===== config.mk =====
export PLATFORM = sky130hd
export DESIGN_NAME = leitor_amostras
export DESIGN_NICKNAME = d
export VERILOG_FILES = /design/src/rtl/leitor_amostras.sv
export SDC_FILE = /design/constraint.sdc
export NUM_CORES = 1
export LEC_CHECK = 0
export BUFFER_PORTS_ARGS = -buffer_cell sky130_fd_sc_hd__buf_2
export CAP_MARGIN = 0
export CORE_ASPECT_RATIO = 0.9
export CORE_UTILIZATION = 61
export DETAILED_ROUTE_END_ITERATION = 16
export PLACE_DENSITY = 0.85
export SYNTH_ARGS = -nofsm -noshare
export SYNTH_HDL_FRONTEND = slang
export SYNTH_SLANG_ARGS = --single-unit

===== constraint.sdc =====
create_clock -name clk -period 4.59 [get_ports clk]
set_input_delay 0.459 -clock clk [delete_from_list [all_inputs] [get_ports clk]]
set_output_delay 0.459 -clock clk [all_outputs]
set_load 0.01 [all_outputs]

===== src/rtl/leitor_amostras.sv =====
// Playback sample reader: fetches one sample ahead from external memory at the
// address generator's current address, plays it at a fixed tick rate, and emits PWM audio.
module leitor_amostras #(
    parameter int ADDR_WIDTH = 22,
    parameter int DATA_WIDTH = 8,
    parameter int TICK_DIV   = 1134
) (
    input  logic                  clk,
    input  logic                  reset,
    input  logic                  play,
    input  logic [ADDR_WIDTH-1:0] endereco,
    output logic                  avanca,
    output logic                  mem_req,
    output logic [ADDR_WIDTH-1:0] mem_addr,
    input  logic                  mem_ack,
    input  logic [DATA_WIDTH-1:0] mem_data,
    output logic [DATA_WIDTH-1:0] amostra,
    output logic                  audio_pwm,
    output logic                  underrun
);

    localparam int TICK_W = $clog2(TICK_DIV);
    localparam logic [TICK_W-1:0] TICK_LAST = TICK_W'(TICK_DIV - 1);

    typedef enum logic [1:0] {
        IDLE  = 2'd0,
        FETCH = 2'd1,
        READY = 2'd2
    } state_t;

    state_t                r_state;
    logic [TICK_W-1:0]     r_tick_cnt;
    logic [DATA_WIDTH-1:0] r_pwm_cnt;
    logic [DATA_WIDTH-1:0] r_buf;
    logic [DATA_WIDTH-1:0] r_amostra;
    logic [ADDR_WIDTH-1:0] r_req_addr;
    logic [ADDR_WIDTH-1:0] r_buf_addr;
    logic                  r_avanca;
    logic                  r_mem_req;
    logic                  r_audio_pwm;
    logic                  r_underrun;

    logic                  w_tick;
    logic                  w_mismatch;

    // Gating with play keeps a stale terminal count from firing on the cycle play drops.
    assign w_tick     = play && (r_tick_cnt == TICK_LAST);
    assign w_mismatch = (endereco != r_buf_addr);

    assign avanca    = r_avanca;
    assign mem_req   = r_mem_req;
    assign mem_addr  = r_req_addr;
    assign amostra   = r_amostra;
    assign audio_pwm = r_audio_pwm;
    assign underrun  = r_underrun;

    always_ff @(posedge clk or posedge reset) begin
        if (reset) begin
            r_tick_cnt <= '0;
        end else if (!play || r_tick_cnt == TICK_LAST) begin
            r_tick_cnt <= '0;
        end else begin
            r_tick_cnt <= r_tick_cnt + 1'b1;
        end
    end

    always_ff @(posedge clk or posedge reset) begin
        if (reset) begin
            r_pwm_cnt   <= '0;
            r_audio_pwm <= 1'b0;
        end else begin
            r_pwm_cnt   <= r_pwm_cnt + 1'b1;
            r_audio_pwm <= play && (r_pwm_cnt < r_amostra);
        end
    end

    always_ff @(posedge clk or posedge reset) begin
        if (reset) begin
            r_state    <= IDLE;
            r_req_addr <= '0;
            r_buf_addr <= '0;
            r_buf      <= '0;
            r_amostra  <= '0;
            r_avanca   <= 1'b0;
            r_mem_req  <= 1'b0;
            r_underrun <= 1'b0;
        end else begin
            r_avanca   <= 1'b0;
            r_underrun <= 1'b0;
            case (r_state)
                IDLE: begin
                    if (play) begin
                        r_req_addr <= endereco;
                        r_mem_req  <= 1'b1;
                        r_state    <= FETCH;
                    end
                end
                FETCH: begin
                    // A tick here finds nothing to play; the handshake always runs to completion.
                    r_underrun <= w_tick;
                    if (mem_ack) begin
                        r_buf      <= mem_data;
                        r_buf_addr <= r_req_addr;
                        r_mem_req  <= 1'b0;
                        r_state    <= play ? READY : IDLE;
                    end
                end
                READY: begin
                    if (!play) begin
                        r_state <= IDLE;
                    end else if (w_mismatch) begin
                        r_req_addr <= endereco;
                        r_mem_req  <= 1'b1;
                        r_underrun <= w_tick;
                        r_state    <= FETCH;
                    end else if (w_tick) begin
                        // Prefetch the address the generator will hold after this advance.
                        r_amostra  <= r_buf;
                        r_avanca   <= 1'b1;
                        r_req_addr <= endereco + ADDR_WIDTH'(1);
                        r_mem_req  <= 1'b1;
                        r_state    <= FETCH;
                    end
                end
                default: begin
                    r_mem_req <= 1'b0;
                    r_state   <= IDLE;
                end
            endcase
        end
    end

endmodule


=== Word level (Yosys, flattened, before mapping) ===
Index checks and enable logic that the tools add are counted.

* Add/sub/neg operators: 3
* $lt $le $gt $ge: 1
* Eq/ne operators: 9
* Mux-type cells: 26
* Bitwise logic cells: 1
* Reductions and logical operators: 11

{| class="wikitable"
|+ Operators with widths
! cell !! number
|-
| $mux 22 || 4
|-
| $pmux 22 s2 || 1
|-
| $add 22x1->22 const B || 1
|-
| $ne 22x22->1 || 1
|-
| $mux 2 || 6
|-
| $reduce_and 4->1 || 3
|-
| $add 11x1->11 const B || 1
|-
| $eq 11x11->1 const B || 1
|-
| $mux 1 || 11
|-
| $mux 11 || 1
|-
| $add 8x1->8 const B || 1
|-
| $lt 8x8->1 || 1
|-
| $ne 2x2->1 const B || 3
|-
| $pmux 2 s3 || 1
|-
| $ne 4x4->1 const B || 1
|-
| $ne 3x3->1 const B || 1
|-
| $pmux 1 s3 || 1
|-
| $reduce_and 3->1 || 1
|-
| $eq 2x1->1 const B || 1
|-
| $eq 2x2->1 const B || 1
|-
| $logic_and 1x1->1 || 2
|-
| $logic_not 2->1 || 1
|-
| $pmux 1 s2 || 1
|-
| $reduce_and 2->1 || 1
|-
| other kinds (4) || 4
|}

* Bits in registers: 85
* Output and inout bits: 34
* Logic and storage cells: 62

=== Logic depth before layout (Yosys ltp) ===
Gate-level depths: netlist of the first run.

* Depth in word-level cells: 6
* Gate-level depth with buffers: 8

=== Worst setup path before layout of the first run ===
No wires, ideal clock.

* Path type: input to register
* Start point: in endereco[13]
* End point: reg r_amostra[0], in the netlist amostra[0]
* Library setup time: 0.125 ns
* Data arrival time: 2.143 ns
* Slack: 2.322 ns
* Stages on the path: 8
* Path buffers: 2
* Cell sequence: clkbuf_1 xor2_1 nor4_4 nand3_2 nor2_1 and3_1 buf_6 mux2_2

* Cells in the longest elaborated chain, start to end: 3

{| class="wikitable"
|+ Ends and longest elaborated chain
! element !! line !! RTL
|-
| start: declaration || 11 || <nowiki>input logic [ADDR_WIDTH-1:0] endereco,</nowiki>
|-
| $ne 22x22->1 || 48 || <nowiki>assign w_mismatch = (endereco != r_buf_addr);</nowiki>
|-
| $not 1->1 (no source line) || - ||
|-
| $reduce_and 4->1 (no source line) || - ||
|-
| end signal: assignment || 118 || <nowiki>r_amostra <= r_buf;</nowiki>
|-
| end: declaration || 35 || <nowiki>logic [DATA_WIDTH-1:0] r_amostra;</nowiki>
|}

No other way between the ends.
A chain may end at the register's enable or synchronous reset.

=== Worst setup path after layout of the first run ===
* Start point: reg r_buf_addr[4]
* End point: reg r_req_addr[8], in the netlist mem_addr[8]

* Cells in the longest elaborated chain, start to end: 4
* Elaborated cells on any way between the ends: 6
* Classes of those cells: eq/ne: 2; mux: 3; reduce/logical: 1

{| class="wikitable"
|+ Ends and longest elaborated chain
! element !! line !! RTL
|-
| start: declaration || 37 || <nowiki>logic [ADDR_WIDTH-1:0] r_buf_addr;</nowiki>
|-
| start signal: assignment || 103 || <nowiki>r_buf_addr <= r_req_addr;</nowiki>
|-
| $ne 22x22->1 (*) || 48 ||
|-
| $mux 22 || 111 || <nowiki>end else if (w_mismatch) begin</nowiki>
|-
| $mux 22 || 109 || <nowiki>if (!play) begin</nowiki>
|-
| $pmux 22 s2 || 90 || <nowiki>case (r_state)</nowiki>
|-
| end signal: assignment || 93 || <nowiki>r_req_addr <= endereco;</nowiki>
|-
| end signal: assignment || 112 || <nowiki>r_req_addr <= endereco;</nowiki>
|-
| end signal: assignment || 120 || <nowiki>r_req_addr <= endereco + ADDR_WIDTH'(1);</nowiki>
|-
| end: declaration || 36 || <nowiki>logic [ADDR_WIDTH-1:0] r_req_addr;</nowiki>
|}

Mark *: on every way between the ends. The rest lies on a longest branch, timed or not. The select of a mux whose other input is x is not followed.

==> impl_table.tex, run 1 <==
\begin{tabular}{lr}
\hline
Metric & Value \\
\hline
\multicolumn{2}{l}{\textbf{STA}} \\
\quad Hold Violations, Final & 0 \\
\quad Transition time at the pin with the least slew margin & 0.879 ns \\
\quad Total count of max-transition violations in the final report & 0 \\
\quad Relative slew slack & 41.3\% \\
\quad Setup Viol. Count Final & 0 \\
\quad Min cycle time layout & 2.89 ns \\
\quad Unrepaired setup endpoints after global routing & false \\
\quad Setup clock skew after layout & 0.00414 ns \\
\quad Maximum clock frequency & 346 MHz \\
\quad Setup TNS & 0 ns \\
\quad Final worst-path cycle share & 63.0\% \\
\multicolumn{2}{l}{\textbf{Detailed routing}} \\
\quad Number of violations reported at the end of detailed-routing iteration 0 & between 150 and 200 \\
\quad Via count normalized by instance count & 5.72 \\
\quad Number of antenna-violating nets in the routed design & 0 \\
\quad Routed wirelength normalized by instance count & 16.1 um \\
\quad Via count of the routed design & approximately 3200 \\
\quad Drt drc & 0 \\
\quad Number of optimization iterations in the first detailed-route pass & 4 \\
\quad Sum of routed wire length over all layers & about 9.1 mm \\
\multicolumn{2}{l}{\textbf{Yosys}} \\
\quad EDFF count, synth & 0 \\
\quad Leading area contributor after synthesis & sky130\_fd\_sc\_hd\_\_dfrtp\_1 \\
\quad Most frequent cell after synthesis & sky130\_fd\_sc\_hd\_\_dfrtp\_1 \\
\quad Yosys synthesis warning count & 0 \\
\quad Area share of the leading cell type in the synthesized netlist & 48.6\% \\
\quad Seq/Total Area, Yosys & between 40 and 50\% \\
\quad Main area contributors after synthesis & sky130\_fd\_sc\_hd\_\_dfrtp\_1 49\%, sky130\_fd\_sc\_hd\_\_mux2\_2 9.3\%, sky130\_fd\_sc\_hd\_\_xor2\_1 6.4\%, sky130\_fd\_sc\_hd\_\_xnor2\_1 4.4\%, sky130\_fd\_sc\_hd\_\_ha\_1 4.3\% \\
\quad Post-synthesis cell count & 398 \\
\quad Cell variety after synth & 45 \\
\quad Net count of the mapped netlist & 447 \\
\quad Predominant post-synthesis flop cell & sky130\_fd\_sc\_hd\_\_dfrtp\_1 \\
\quad Mean area per synthesized cell & 11.0 um\^{}2 \\
\quad Number of synthesized register bits & 85 \\
\quad Post-Synthesis Cell Area & approximately 4400 um\^{}2 \\
\quad Share of synthesized registers carrying an async set or reset & 100\% \\
\quad Post-synth top cells & 85 x sky130\_fd\_sc\_hd\_\_dfrtp\_1, 36 x sky130\_fd\_sc\_hd\_\_mux2\_2, 36 x sky130\_fd\_sc\_hd\_\_nand2\_1, 32 x sky130\_fd\_sc\_hd\_\_xor2\_1 \\
\multicolumn{2}{l}{\textbf{Die}} \\
\quad Row count & 28 \\
\quad Number of top-level pins & 68 \\
\quad Chip height & 82.3 um \\
\quad Starting density of the core & 64.7\% \\
\quad Die X-Extent & 91.3 um \\
\quad Core footprint & 6760 um\^{}2 \\
\quad Die Footprint & around 7500 um\^{}2 \\
\multicolumn{2}{l}{\textbf{GRT}} \\
\quad Global-route wire length before repair & 15.3 mm \\
\quad Antenna violations before repair & 0 \\
\quad GRT Overall Usage & 26.6\% \\
\quad Pin count of the biggest net entering global routing & 53 \\
\quad Congestion Overflow GR & 0 \\
\quad Via count of the first global-routing pass & 3284 \\
\multicolumn{2}{l}{\textbf{Pwr}} \\
\quad Switching share of power & between 30 and 40\% \\
\quad Pwr/cell area & 493 nW/um\^{}2 \\
\quad Proportion of power drawn by flip-flops and latches & 47.0\% \\
\quad Total net switching power & around 0.85 mW \\
\quad Maximum resistive drop on vdd & 257 uV \\
\quad Logic pwr share & 31.3\% \\
\quad Total internal power & between 1.5 and 2 mW \\
\quad Clock group share of total power & about 22\% \\
\quad Leakage Power & 2.27 nW \\
\multicolumn{2}{l}{\textbf{Clocking}} \\
\quad Clock-pin slew reported for the worst setup and hold paths after clock tree synthesis & 0.08 ns \\
\quad Num CTS Buffers & 9 \\
\quad Post-cts sizing count & 0 \\
\quad Clock tree buffer depth & 2 \\
\quad Level count of the clock H-tree & 3 \\
\quad Buffers inserted during post-CTS setup optimization & 0 \\
\quad CTS Root Buffer Type & sky130\_fd\_sc\_hd\_\_clkbuf\_8 \\
\quad Clock tree from TritonCTS & done \\
\quad Clk\_lat worst skew & roughly 0.36 ns \\
\quad Clock sink count & 85 \\
\quad Total of hold buffers inserted after clock tree synthesis & 0 \\
\multicolumn{2}{l}{\textbf{Setup path}} \\
\quad Worst setup startpoint & r\_buf\_addr[4]\$\_DFFE\_PP0P\_ \\
\quad Crit path DAT & 3.12 ns \\
\quad Worst setup EP type & flop \\
\quad R2R Path Start & r\_buf\_addr[4]\$\_DFFE\_PP0P\_ \\
\quad Crit Path Class & flop to flop \\
\quad Data required time of the critical path & 4.82 ns \\
\quad Element type at the critical path start & flop \\
\quad Crit-path max FO & 28 \\
\multicolumn{2}{l}{\textbf{Outcome}} \\
\quad Run status & completed \\
\multicolumn{2}{l}{\textbf{Placement}} \\
\quad Instance area after placement & 4780 um\^{}2 \\
\quad Count of port buffers added during placement & 67 \\
\quad Last weighted congestion value of the routability-driven placer & 0.817 \\
\quad Post-DP HPWL & between 6 and 7 mm \\
\multicolumn{2}{l}{\textbf{Layout}} \\
\quad Final Net Count & slightly above 500 \\
\quad Area growth syn-to-layout & 13.8\% \\
\quad N\_diodes & 0 \\
\quad Layout cell share with drive strength beyond 1 & 28.9\% \\
\quad Fin area & 4980 um\^{}2 \\
\multicolumn{2}{l}{\textbf{Hold path}} \\
\quad Worst min-delay path category & primary input to asynchronous set/reset pin \\
\multicolumn{2}{l}{\textbf{Run}} \\
\quad Max-cap violations & 0 \\
\hline
\end{tabular}
-- power by group through the flow --
| stage | logic, mW | clock network [mW] | registers (mW) |
|---|---|---|---|
| detailed placement | 0.775 | 0 | 1.17 |
| global route | 0.854 | 0.573 | 1.18 |
| CTS | 0.779 | 0.547 | 1.15 |
| finish | 0.769 | 0.532 | 1.15 |
| floorplan | 0.499 | 0 | 1.17 |
| global placement | 0.747 | 0 | 1.15 |
-- cell usage in the layout, fill, tap and decap left out, types with 3 or more instances in the layout --
master,n
sky130_fd_sc_hd__or3_1,4
sky130_fd_sc_hd__xnor2_1,22
sky130_fd_sc_hd__o21ai_0,22
sky130_fd_sc_hd__nand4_1,13
sky130_fd_sc_hd__nor4_2,6
sky130_fd_sc_hd__dfrtp_1,85
sky130_fd_sc_hd__a21oi_1,5
sky130_fd_sc_hd__clkinv_2,3
sky130_fd_sc_hd__inv_1,19
sky130_fd_sc_hd__clkbuf_8,10
sky130_fd_sc_hd__clkinvlp_4,3
sky130_fd_sc_hd__nor4_1,7
sky130_fd_sc_hd__nand2_1,36
sky130_fd_sc_hd__mux2_2,36
sky130_fd_sc_hd__nor2_1,15
sky130_fd_sc_hd__and3_1,4
sky130_fd_sc_hd__and4_1,4
sky130_fd_sc_hd__nor3_1,11
sky130_fd_sc_hd__xor2_1,32
sky130_fd_sc_hd__ha_1,15
sky130_fd_sc_hd__o21ai_1,8
sky130_fd_sc_hd__buf_4,3
sky130_fd_sc_hd__buf_2,67
sky130_fd_sc_hd__nand3_1,14
-- per-stage QoR --
stage	utilization (%)	hold WS, ns	power, mW	setup WS (ns)	instances
3_5_place_dp	70.6	0.483	1.94	1.49	545
3_3_place_gp	70.6	0.466	1.90	1.58	545
2_1_floorplan	-	0.448	1.67	1.94	398
6_report	73.6	0.249	2.45	1.70	561
5_1_grt	73.6	0.317	2.61	1.43	561
4_1_cts	73.6	0.285	2.48	1.71	561
-- registers in the layout (all words and copies together), names as in the netlist, 2 cells and up --
name	cells
r_buf	8
r_tick_cnt	11
r_state	2
r_pwm_cnt	8
mem_addr	22
r_buf_addr	22
amostra	8
-- layer usage --
metal  GRT usage [%]  wire length (um)  part of all wire [%]
met3            5.49               510                   5.6
met4            10.3               137                   1.5
met2            45.7              4490                    50
met1            33.9              3920                    43
met5               0                 0                     0
-- critical path: stages (launching register included) --
cell                      delay [ns]
sky130_fd_sc_hd__dfrtp_1        0.41
sky130_fd_sc_hd__xor2_1         0.18
sky130_fd_sc_hd__nor4_2         0.32
sky130_fd_sc_hd__nand4_2        0.56
sky130_fd_sc_hd__o31ai_4        0.77
sky130_fd_sc_hd__buf_4          0.38
sky130_fd_sc_hd__o21ai_0        0.15
-- layout make-up --
cell class | count | area [um^2]
flip-flops and latches | 85 | 2130
multi-input cells | 280 | 2100
fillers | 477 | 1790
repair buffers | 70 | 358
clock buffers | 10 | 138
well taps | 90 | 113
inverters | 20 | 76.3
clock inverters | 6 | 62.6
-- final timing paths --
path | endpoint | slack [ns] | cells after the start
worst max-delay path | mem_addr[8]$_DFFE_PP0P_ | 1.70 | 6
worst min-delay path | r_buf_addr[12]$_DFFE_PP0P_ | 0.25 | 2
worst max register to register | mem_addr[8]$_DFFE_PP0P_ | 1.70 | 6
worst min register to register | r_pwm_cnt[0]$_DFF_PP0_ | 0.49 | 1
max in group asynchronous | r_tick_cnt[9]$_DFF_PP0_ | 3.41 | 3
min in group clk | r_buf[2]$_DFFE_PP0P_ | 0.32 | 2
-- logic make-up after synthesis --
family / synth area share (%)
AOI/OAI and AO/OA: 6.49
buffers and inverters: 3.32
and+or+nand+nor: 16.7
DFF: 48.6
muxes: 9.75
adders and majority gates: 4.29
xor gates and xnor gates: 10.8
(Power assumes the default switching activity.)
==> run 2: changes to the inputs <==
--- a/config.mk
+++ b/config.mk
@@ -5,12 +5,13 @@
 export SDC_FILE = /design/constraint.sdc
 export NUM_CORES = 1
 export LEC_CHECK = 0
+export ABC_AREA = 1
 export BUFFER_PORTS_ARGS = -buffer_cell sky130_fd_sc_hd__buf_2
 export CAP_MARGIN = 0
 export CORE_ASPECT_RATIO = 0.9
-export CORE_UTILIZATION = 61
+export CORE_UTILIZATION = 57
 export DETAILED_ROUTE_END_ITERATION = 16
-export PLACE_DENSITY = 0.85
+export PLACE_DENSITY = 0.8
 export SYNTH_ARGS = -nofsm -noshare
 export SYNTH_HDL_FRONTEND = slang
 export SYNTH_SLANG_ARGS = --single-unit
==> constraint.sdc (replaced) <==
create_clock -name clk -period 2.7 [get_ports clk]
set_input_delay 0.27 -clock clk [delete_from_list [all_inputs] [get_ports clk]]
set_output_delay 0.27 -clock clk [all_outputs]
set_load 0.01 [all_outputs]
==> run 2 against run 1 <==
  * Synthesized cell count increased by 51%
  * Worst hold slack got worse by 0.11 ns
  * Non-clock buffer count increased by 2
  * Total power increased by 92%
  * Combinational power increased by 95%
  * Flip-flop and latch count unchanged
  * Final cell count increased by 37%
  * Sequential share of layout area decreased by 2.6 points
  * Synthesized area increased by 5.7%
  * Die area increased by 13%
  * First-iteration DRC count increased by 32%
  * Highest routed layer unchanged
==> impl_table.tex, run 2 <==
\begin{tabular}{lr}
\hline
Metric & Value \\
\hline
\multicolumn{2}{l}{\textbf{Placement}} \\
\quad Total instance count after detailed placement & 754 (+38\%) \\
\quad Post-DP HPWL & 7.55 mm (+15\%) \\
\quad Count of port buffers added during placement & 67 (unchanged) \\
\quad Last weighted congestion value of the routability-driven placer & 0.848 (+3.8\%) \\
\multicolumn{2}{l}{\textbf{GRT}} \\
\quad Via count of the first global-routing pass & 4002 (+22\%) \\
\quad Global-route wire length before repair & 17.9 mm (+17\%) \\
\quad Antenna violations before repair & 0 (unchanged) \\
\quad Pin count of the biggest net entering global routing & 40 (-25\%) \\
\quad Congestion Overflow GR & 0 (unchanged) \\
\quad GRT Overall Usage & 26.4\% (-0.22 points) \\
\multicolumn{2}{l}{\textbf{STA}} \\
\quad Hold Violations, Final & 0 (unchanged) \\
\quad Setup TNS & 0 ns (unchanged) \\
\quad Setup clock skew after layout & 0.0115 ns (+0.00732 ns) \\
\quad Unrepaired setup endpoints after global routing & false \\
\quad Final worst-path cycle share & 73.1\% (+10 points) \\
\quad Min cycle time layout & 1.97 ns (-0.916 ns) \\
\quad Total count of max-transition violations in the final report & 0 (unchanged) \\
\quad Maximum clock frequency & 507 MHz (+46\%) \\
\quad Final-layout worst hold slack & 0.139 ns (-0.110 ns) \\
\quad Relative slew slack & 45.7\% (+4.4 points) \\
\quad Transition time at the pin with the least slew margin & 0.811 ns (-0.0685 ns) \\
\quad Setup Viol. Count Final & 0 (unchanged) \\
\multicolumn{2}{l}{\textbf{Die}} \\
\quad Starting density of the core & 60.1\% (-4.6 points) \\
\quad Row count & 30 (+7.1\%) \\
\quad Number of top-level pins & 68 (unchanged) \\
\quad Die X-Extent & 96.9 um (+6.2\%) \\
\quad Chip height & 87.4 um (+6.2\%) \\
\quad Die Footprint & 8480 um\^{}2 (+13\%) \\
\quad Core footprint & 7690 um\^{}2 (+14\%) \\
\multicolumn{2}{l}{\textbf{Pwr}} \\
\quad Maximum resistive drop on vdd & 532 uV (+110\%) \\
\quad Final Total Pwr & 4.71 mW (+92\%) \\
\quad Total internal power & 3.02 mW (+88\%) \\
\quad Switching share of power & 35.8\% (+1.3 points) \\
\quad Leakage Power & 2.88 nW (+27\%) \\
\quad Pwr/cell area & 890 nW/um\^{}2 (+80\%) \\
\quad Proportion of power drawn by flip-flops and latches & 42.0\% (-5.0 points) \\
\quad Clock group share of total power & 26.1\% (+4.4 points) \\
\quad Logic pwr share & 31.9\% (+0.6 points) \\
\quad Total net switching power & 1.69 mW (+99\%) \\
\multicolumn{2}{l}{\textbf{Layout}} \\
\quad N\_diodes & 0 (unchanged) \\
\quad Most frequent cells in the layout & 190 x sky130\_fd\_sc\_hd\_\_nand2\_1, 85 x sky130\_fd\_sc\_hd\_\_dfrtp\_1, 67 x sky130\_fd\_sc\_hd\_\_buf\_2 \\
\quad Layout cell share with drive strength beyond 1 & 18.7\% (-10 points) \\
\quad Post-route insts no fill & 771 (+37\%) \\
\quad Area growth syn-to-layout & 14.5\% \\
\quad Final Net Count & 719 (+40\%) \\
\quad Most frequent standard cell in the layout excluding fill and tap cells & sky130\_fd\_sc\_hd\_\_nand2\_1 \\
\multicolumn{2}{l}{\textbf{Run}} \\
\quad Max-cap violations & 0 (unchanged) \\
\multicolumn{2}{l}{\textbf{Clocking}} \\
\quad CTS Root Buffer Type & sky130\_fd\_sc\_hd\_\_clkbuf\_8 \\
\quad Clk\_lat worst skew & 0.36 ns (about the same) \\
\quad Buffers inserted during post-CTS setup optimization & 0 (unchanged) \\
\quad Clock tree from TritonCTS & done \\
\quad Clock-pin slew reported for the worst setup and hold paths after clock tree synthesis & 0.09 ns (about the same) \\
\quad Clock sink count & 85 (unchanged) \\
\quad Level count of the clock H-tree & 3 (unchanged) \\
\quad Num CTS Buffers & 9 (unchanged) \\
\quad Clock tree buffer depth & 2 (unchanged) \\
\multicolumn{2}{l}{\textbf{Yosys}} \\
\quad EDFF count, synth & 0 (unchanged) \\
\quad Number of synthesized register bits & 85 (unchanged) \\
\quad Post-synth top cells & 191 x sky130\_fd\_sc\_hd\_\_nand2\_1, 85 x sky130\_fd\_sc\_hd\_\_dfrtp\_1, 63 x sky130\_fd\_sc\_hd\_\_inv\_1, 57 x sky130\_fd\_sc\_hd\_\_nor2\_1, 49 x sky130\_fd\_sc\_hd\_\_nand3\_1 \\
\quad Post-synthesis cell count & 601 (+51\%) \\
\quad Area share of the leading cell type in the synthesized netlist & 46.0\% (-2.6 points) \\
\quad Main area contributors after synthesis & sky130\_fd\_sc\_hd\_\_dfrtp\_1 46\%, sky130\_fd\_sc\_hd\_\_nand2\_1 16\%, sky130\_fd\_sc\_hd\_\_nand3\_1 5.3\%, sky130\_fd\_sc\_hd\_\_inv\_1 5.1\%, sky130\_fd\_sc\_hd\_\_nor2\_1 4.6\% \\
\quad Cell variety after synth & 36 (-20\%) \\
\quad Net count of the mapped netlist & 650 (+45\%) \\
\quad Post-Synthesis Cell Area & 4620 um\^{}2 (+5.7\%) \\
\quad Predominant post-synthesis flop cell & sky130\_fd\_sc\_hd\_\_dfrtp\_1 \\
\quad Share of synthesized registers carrying an async set or reset & 100\% (unchanged) \\
\quad Mean area per synthesized cell & 7.69 um\^{}2 (-30\%) \\
\quad Leading area contributor after synthesis & sky130\_fd\_sc\_hd\_\_dfrtp\_1 \\
\quad Yosys synthesis warning count & 0 (unchanged) \\
\quad Seq/Total Area, Yosys & 46.0\% (-2.6 points) \\
\quad Most frequent cell after synthesis & sky130\_fd\_sc\_hd\_\_nand2\_1 \\
\multicolumn{2}{l}{\textbf{Setup path}} \\
\quad Element type at the critical path start & flop \\
\quad Cell at the slowest stage of the critical path & sky130\_fd\_sc\_hd\_\_dfrtp\_1 \\
\quad Dominant delay contributor by cell family on the critical path & simple AND/OR/NAND/NOR gates \\
\quad Crit Path Class & flop to flop \\
\quad Slowest Stage Delay on Critical Path & 0.41 ns (-0.36 ns) \\
\quad Worst setup EP type & flop \\
\quad Crit-path max FO & 22 (-21\%) \\
\quad Crit path DAT & 2.27 ns (-0.85 ns) \\
\quad Data required time of the critical path & 3.00 ns (-1.82 ns) \\
\quad Buf+Inv Stages, Crit Path & 3 (+2) \\
\quad Sequence of cells on the critical path & inv\_1, ha\_1, inv\_1, nor3\_1, nand4\_1, nand4\_1, nand2\_2, inv\_2, nand3\_1, nand2\_1 \\
\multicolumn{2}{l}{\textbf{Detailed routing}} \\
\quad Via count of the routed design & 4138 (+29\%) \\
\quad Drt drc & 0 (unchanged) \\
\quad Number of optimization iterations in the first detailed-route pass & 6 (+2) \\
\quad Number of violations reported at the end of detailed-routing iteration 0 & 217 (+32\%) \\
\quad Number of antenna-violating nets in the routed design & 0 (unchanged) \\
\quad Routed wirelength normalized by instance count & 14.0 um (-13\%) \\
\quad Via count normalized by instance count & 5.37 (-6.2\%) \\
\quad Sum of routed wire length over all layers & 10.8 mm (+19\%) \\
\multicolumn{2}{l}{\textbf{Outcome}} \\
\quad Run status & completed \\
\multicolumn{2}{l}{\textbf{Hold path}} \\
\quad Worst min-delay path category & primary input to flop \\
\hline
\end{tabular}
-- run 2: cell count changes after synthesis, sizes merged, moves of 12 or more --
cell,previous run,this run
nor4,14,2
mux2,37,8
xnor2,22,2
inv,20,78
nor2,15,63
a21oi,5,29
nand2,36,194
xor2,32,4
o21ai,30,18
nand3,15,49
-- run 2: through the flow --
stage	worst slack [ns]	util (%)	instance area (um^2)
after CTS	0.744	68.8	5290
after global placement	0.800	65.0	5000
after global routing	0.505	68.8	5290
after detailed placement	0.753	65.0	5000
final	0.727	68.8	5290
after floorplan	0.237	-	4620
-- run 2: logic make-up (layout without fill, tap and decap cells) --
logic type      after synthesis  in the layout  synth area share (%)
simple gates                339            339                  31.5
buf+inv                      93            167                  8.88
flops                        85             85                  46.0
compound gates               55             55                  6.44
fa+ha+maj                    15             15                  4.06
mux                           8              8                  1.95
xor+xnor                      6              6                  1.14
-- run 2: layout make-up --
type / count / area, um^2
repair buffers: 72 / 375
clock inverters: 5 / 129
fillers: 641 / 2400
clock buffers: 11 / 151
inverters: 79 / 303
multi-input cells: 423 / 2090
flip-flops and latches: 85 / 2130
well taps: 96 / 120
-- run 2: final timing paths --
| check | slack (ns) | endpoint | depth (start not counted) | startpoint |
|---|---|---|---|---|
| setup / recovery | 0.73 | mem_addr[15]$_DFFE_PP0P_ | 10 | r_tick_cnt[1]$_DFF_PP0_ |
| hold / removal | 0.14 | r_buf[1]$_DFFE_PP0P_ | 2 | mem_data[1] |
| setup reg to reg | 0.73 | mem_addr[15]$_DFFE_PP0P_ | 10 | r_tick_cnt[1]$_DFF_PP0_ |
| hold reg to reg | 0.47 | amostra[0]$_DFFE_PP0P_ | 2 | r_buf[0]$_DFFE_PP0P_ |
| max in group asynchronous | 1.44 | r_pwm_cnt[6]$_DFF_PP0_ | 4 | reset |
| min in group asynchronous | 0.48 | amostra[3]$_DFFE_PP0P_ | 3 | reset |
-- run 2: what timing repair did --
item | 4_1_cts | 5_1_grt
setup endpoints to repair | 0 | 0
hold buffers | 1 | 0
hold endpoints to repair | 29 | 0
gates resized for setup | 0 | 0
-- run 2: routing by layer --
| metal | global-route usage [%] | vias up | share of wire [%] |
|---|---|---|---|
| met3 | 5.86 | 22 | 5.4 |
| met1 | 32.3 | 1947 | 44 |
| li1 | - | 2047 | - |
| met2 | 45.6 | 122 | 48 |
| met4 | 11.4 | 0 | 1.9 |
| met5 | 0 | - | 0 |
-- run 2: power by group through the flow --
stage | Sequential, mW | Clock (mW) | Combinational, mW
floorplan | 2.00 | 0 | 0.989
global placement | 1.97 | 0 | 1.42
detailed placement | 1.98 | 0 | 1.50
CTS | 1.97 | 1.24 | 1.50
global route | 2.02 | 1.28 | 1.70
finish | 1.98 | 1.23 | 1.50
